**src/rtl/cnt_pkg.sv**
```systemverilog
// Shared constants and helpers for modulo counters.
// Stopwatch chains build from cnt_mod instances using these moduli.
package cnt_pkg;

    localparam int CNT_CENTI = 100;
    localparam int CNT_SEC   = 60;
    localparam int CNT_MIN   = 60;

    function automatic int clog2(input int n);
        int r;
        int v;
        r = 0;
        v = n - 1;
        for (int i = 0; i < 32; i++) begin
            if (v > 0) begin
                r++;
                v = v >>> 1;
            end
        end
        return r;
    endfunction

endpackage

```
**src/rtl/cnt_mod.sv**
```systemverilog
// Up/down modulo counter with load, clear, wrap carry and divided clock.
// Chain stages by feeding each carry into the next stage's en.
module cnt_mod
    import cnt_pkg::*;
#(
    parameter int MODULO = 100,
    parameter int WIDTH  = clog2(MODULO)
) (
    input  logic             clk,
    input  logic             rst,
    input  logic             en,
    input  logic             clr,
    input  logic             up_dn,
    input  logic             load,
    input  logic [WIDTH-1:0] load_val,
    output logic [WIDTH-1:0] value,
    output logic             carry,
    output logic             out_clk,
    output logic             load_err
);

    localparam int HALF = MODULO / 2;

    localparam logic [WIDTH:0] MOD  = (WIDTH+1)'(MODULO);
    localparam logic [WIDTH:0] MAX  = (WIDTH+1)'(MODULO - 1);
    localparam logic [WIDTH:0] HF   = (WIDTH+1)'(HALF);
    localparam logic [WIDTH:0] ONE  = (WIDTH+1)'(1);

    logic [WIDTH:0] cur;
    logic [WIDTH:0] nxt;
    logic [WIDTH:0] lv;
    logic           wr;
    logic           wrap;
    logic           lerr;

    // Extra bit keeps the out-of-range load compare exact at 2**WIDTH.
    always_comb begin
        cur  = {1'b0, value};
        lv   = {1'b0, load_val};
        nxt  = cur;
        wr   = 1'b0;
        wrap = 1'b0;
        lerr = 1'b0;
        if (clr) begin
            nxt = '0;
            wr  = 1'b1;
        end else if (load) begin
            wr = 1'b1;
            if (lv >= MOD) begin
                nxt  = MAX;
                lerr = 1'b1;
            end else begin
                nxt = lv;
            end
        end else if (en) begin
            wr = 1'b1;
            if (up_dn) begin
                if (cur == MAX) begin
                    nxt  = '0;
                    wrap = 1'b1;
                end else begin
                    nxt = cur + ONE;
                end
            end else begin
                if (cur == '0) begin
                    nxt  = MAX;
                    wrap = 1'b1;
                end else begin
                    nxt = cur - ONE;
                end
            end
        end
    end

    always_ff @(posedge clk or negedge rst) begin
        if (!rst) begin
            value    <= '0;
            carry    <= 1'b0;
            out_clk  <= 1'b0;
            load_err <= 1'b0;
        end else begin
            value    <= nxt[WIDTH-1:0];
            carry    <= wrap;
            load_err <= lerr;
            if (wr) begin
                out_clk <= (nxt < HF);
            end
        end
    end

endmodule

```
**config.mk**
```make
export PLATFORM = sky130hd
export DESIGN_NAME = cnt_mod
export DESIGN_NICKNAME = d
export VERILOG_FILES = /design/src/rtl/cnt_pkg.sv /design/src/rtl/cnt_mod.sv
export SDC_FILE = /design/constraint.sdc
export NUM_CORES = 1
export LEC_CHECK = 0
export ABC_AREA = 1
export BUFFER_PORTS_ARGS = -buffer_cell sky130_fd_sc_hd__buf_2
export CAP_MARGIN = 20
export CORE_MARGIN = 2
export CORE_UTILIZATION = 53
export DETAILED_ROUTE_END_ITERATION = 8
export PLACE_DENSITY = 0.85
export SLEW_MARGIN = 20
export SYNTH_ARGS = -nofsm -noshare
export SYNTH_HDL_FRONTEND = slang
export SYNTH_SLANG_ARGS = --single-unit
export TNS_END_PERCENT = 30
```
**constraint.sdc**
```tcl
create_clock -name clk -period 1.8 [get_ports clk]
set_input_delay 0.18 -clock clk [delete_from_list [all_inputs] [get_ports clk]]
set_output_delay 0.18 -clock clk [all_outputs]
set_load 0.005 [all_outputs]
```
==> results.toml <==
[status]
outcome = "finished clean"

[synthesis]
yosys-top-cells-area = "dfrtp_1, nand2_1, inv_1"
synth_edf_count = 0
synth_top_area_share = 0.243
synth-seq-area-share = 0.243
synth_area_sq_um = 1030
async_flop_share = 1.00
yosysWarnings = 0
synthCells = 157
yosys.cell_count.top_type = "nand2_1"
postSynthAreaPerCell_sq_um = 6.57
ys_ff_latch = 10
synth_cell_types = 31
yosys-top-cells-count = "nand2_1, inv_1, nand3_1, dfrtp_1, nor2_1"
synth_flop_cell = "dfrtp_1"
syn_nets = 173
netlist.top_cell.by_area = "dfrtp_1"

[placement]
portBuffers = 22
placed_cell_area_sq_um = 1160
place.gp.congestion = 0.969
dp_worst_setup_slack_ns = 0.0218
hpwl_um = 2160

[floorplanning]
core_sq_um = 1780
fp.dieW_um = 48.1
die_y_um = 48.1
dieArea_sq_um = 2310
rows = 15
ios = 23
start_util = 0.578

[global_routing]
grt_pass1_wl_um = 4300
antenna_found_initial = 0
grt_overflow = 0
grt_pass1_vias = 934
grt_usage = 0.279
grt_start_max_net_pins = 12

[timing]
post-route-period-util = 0.959
tightestPinTransition_ns = 0.396
clock_skew_ns = 0.00347
max_freq_mhz = 579
worst_slack_ns = 0.0734
slew_violations = 0
slew_headroom = 0.736
hold_violations = 0
setup_violations = 0
fin_crit_ns = 1.73

[cts]
cts_made_buffers = 3
htreeDepth = 1
numClockSinks = 10
clock_latency_ns = 0.28
path_clk_slew_ns = 0.07
clockBufferDepth = 2
cts-root-buf = "clkbuf_4"
cts_tree = "built"

[drt]
dr_total_vias = 1141
drt_pre_antenna_iters = 4
vias_per_cell = 5.43
drc = 0
drt-initial-drc-count = 69
dr_wl_met3_um = 307
m1WireLength_um = 1180
detail_route.wl_per_cell_um = 13.6
route.met2.wl_um = 1290
highest_layer = "met4"
ant_nets = 0
drt_wl_total_um = 2860

[run]
cap_violations = 0

[finish]
fillers = 150
seq_area_sq_um = 253
drive_gt1_frac = 0.384
layout.nets = 202
antenna_cells = 0
multi_input_area_sq_um = 687
design_area_sq_um = 1260
syn_to_final_growth_pct = 22.1

[critical_path]
critPathMaxFanout = 7
critPathCaptureType = "register"
critPathKind = "register to register"
required_ns = 1.97
worstPathArrival_ns = 1.90
startpoint_type = "register"

[worst_hold_path]
min-delay-path-class = "input pin to register"

[power_and_ir_drop]
ir_drop_uv = 402
power.density_nw_per_um2 = 621
p_leak_uw = 0.000664
-- layout make-up --
cell class | count | share of cell area
multi-input combinational | 118 | 0.546
sequential | 10 | 0.201
timing repair buffer | 27 | 0.119
inverter | 26 | 0.0805
clock buffer | 4 | 0.0288
tap | 25 | 0.0249
-- metrics by stage --
step                hold slack, ns  setup TNS, ns   util  std cells  power [uW]
finish                       0.152              0  0.706        210         782
global route                 0.148        -0.0391  0.706        210         836
CTS                          0.157              0  0.675        208         748
global placement            0.0454              0  0.649        203         531
floorplan                   -0.116              0      -        157         458
detailed placement          0.0460              0  0.649        203         540
-- sequential cells by signal, summed over array words and instances, names as in the netlist --
register / cells
out_clk: 1
load_err: 1
value: 7
carry: 1
-- power by group --
part | total (uW) | leakage, uW | internal (uW) | switching [uW]
Combinational | 289 | 0.000516 | 115 | 174
Clock | 209 | 0.0000210 | 123 | 85.5
Sequential | 283 | 0.000126 | 243 | 40.5
-- cells by family after synthesis --
family | count (synthesis) | share of synthesized area
flops | 10 | 0.243
buf+inv | 29 | 0.125
compound gates | 20 | 0.123
xor+xnor | 1 | 0.00850
simple gates | 94 | 0.465
fa+ha+maj | 3 | 0.0364
-- layout by cell type (no fill, tap or decap), types with 7 or more instances in the layout --
master	count
nand2_1	38
dfrtp_1	8
nand3_1	14
nand2_2	10
nor2_1	8
buf_2	22
inv_1	18
nor2_2	7
-- metal layers --
metal | GRT usage | up-vias
met5 | 0 | -
met2 | 0.448 | 75
li1 | - | 560
met1 | 0.370 | 492
met4 | 0.0757 | 0
met3 | 0.0778 | 14
-- final timing paths --
| kind | startpoint | endpoint | slack [ns] | cells past startpoint |
|---|---|---|---|---|
| setup / recovery | value[0] | out_clk | 0.07 | 13 |
| min in group asynchronous | rst | value[4] | 0.28 | 2 |
| max in group asynchronous | rst | value[2] | 1.31 | 2 |
| hold / removal | clr | value[0] | 0.15 | 2 |
| setup reg to reg | value[0] | out_clk | 0.07 | 13 |
| hold reg to reg | out_clk | out_clk | 0.51 | 2 |
-- critical path, stage by stage (launching register included) --
cell and delay, ns:
dfrtp_2 0.47, inv_4 0.11, ha_1 0.25, nand2_1 0.08, nand2_1 0.08, nand4_1 0.07, nand2_1 0.09, nand2_1 0.06
nand2_1 0.05, nand2_1 0.09, nor2_2 0.11, nand2_1 0.06, nand2_1 0.05, nand2_1 0.05
-- timing repair --
action	4_1_cts	5_1_grt
endpoints found under the setup margin	0	1
buffers inserted	0	2
hold buffers	1	0
gates resized for setup	0	16
hold endpoints to repair	10	0
(Power assumes the default switching activity.)
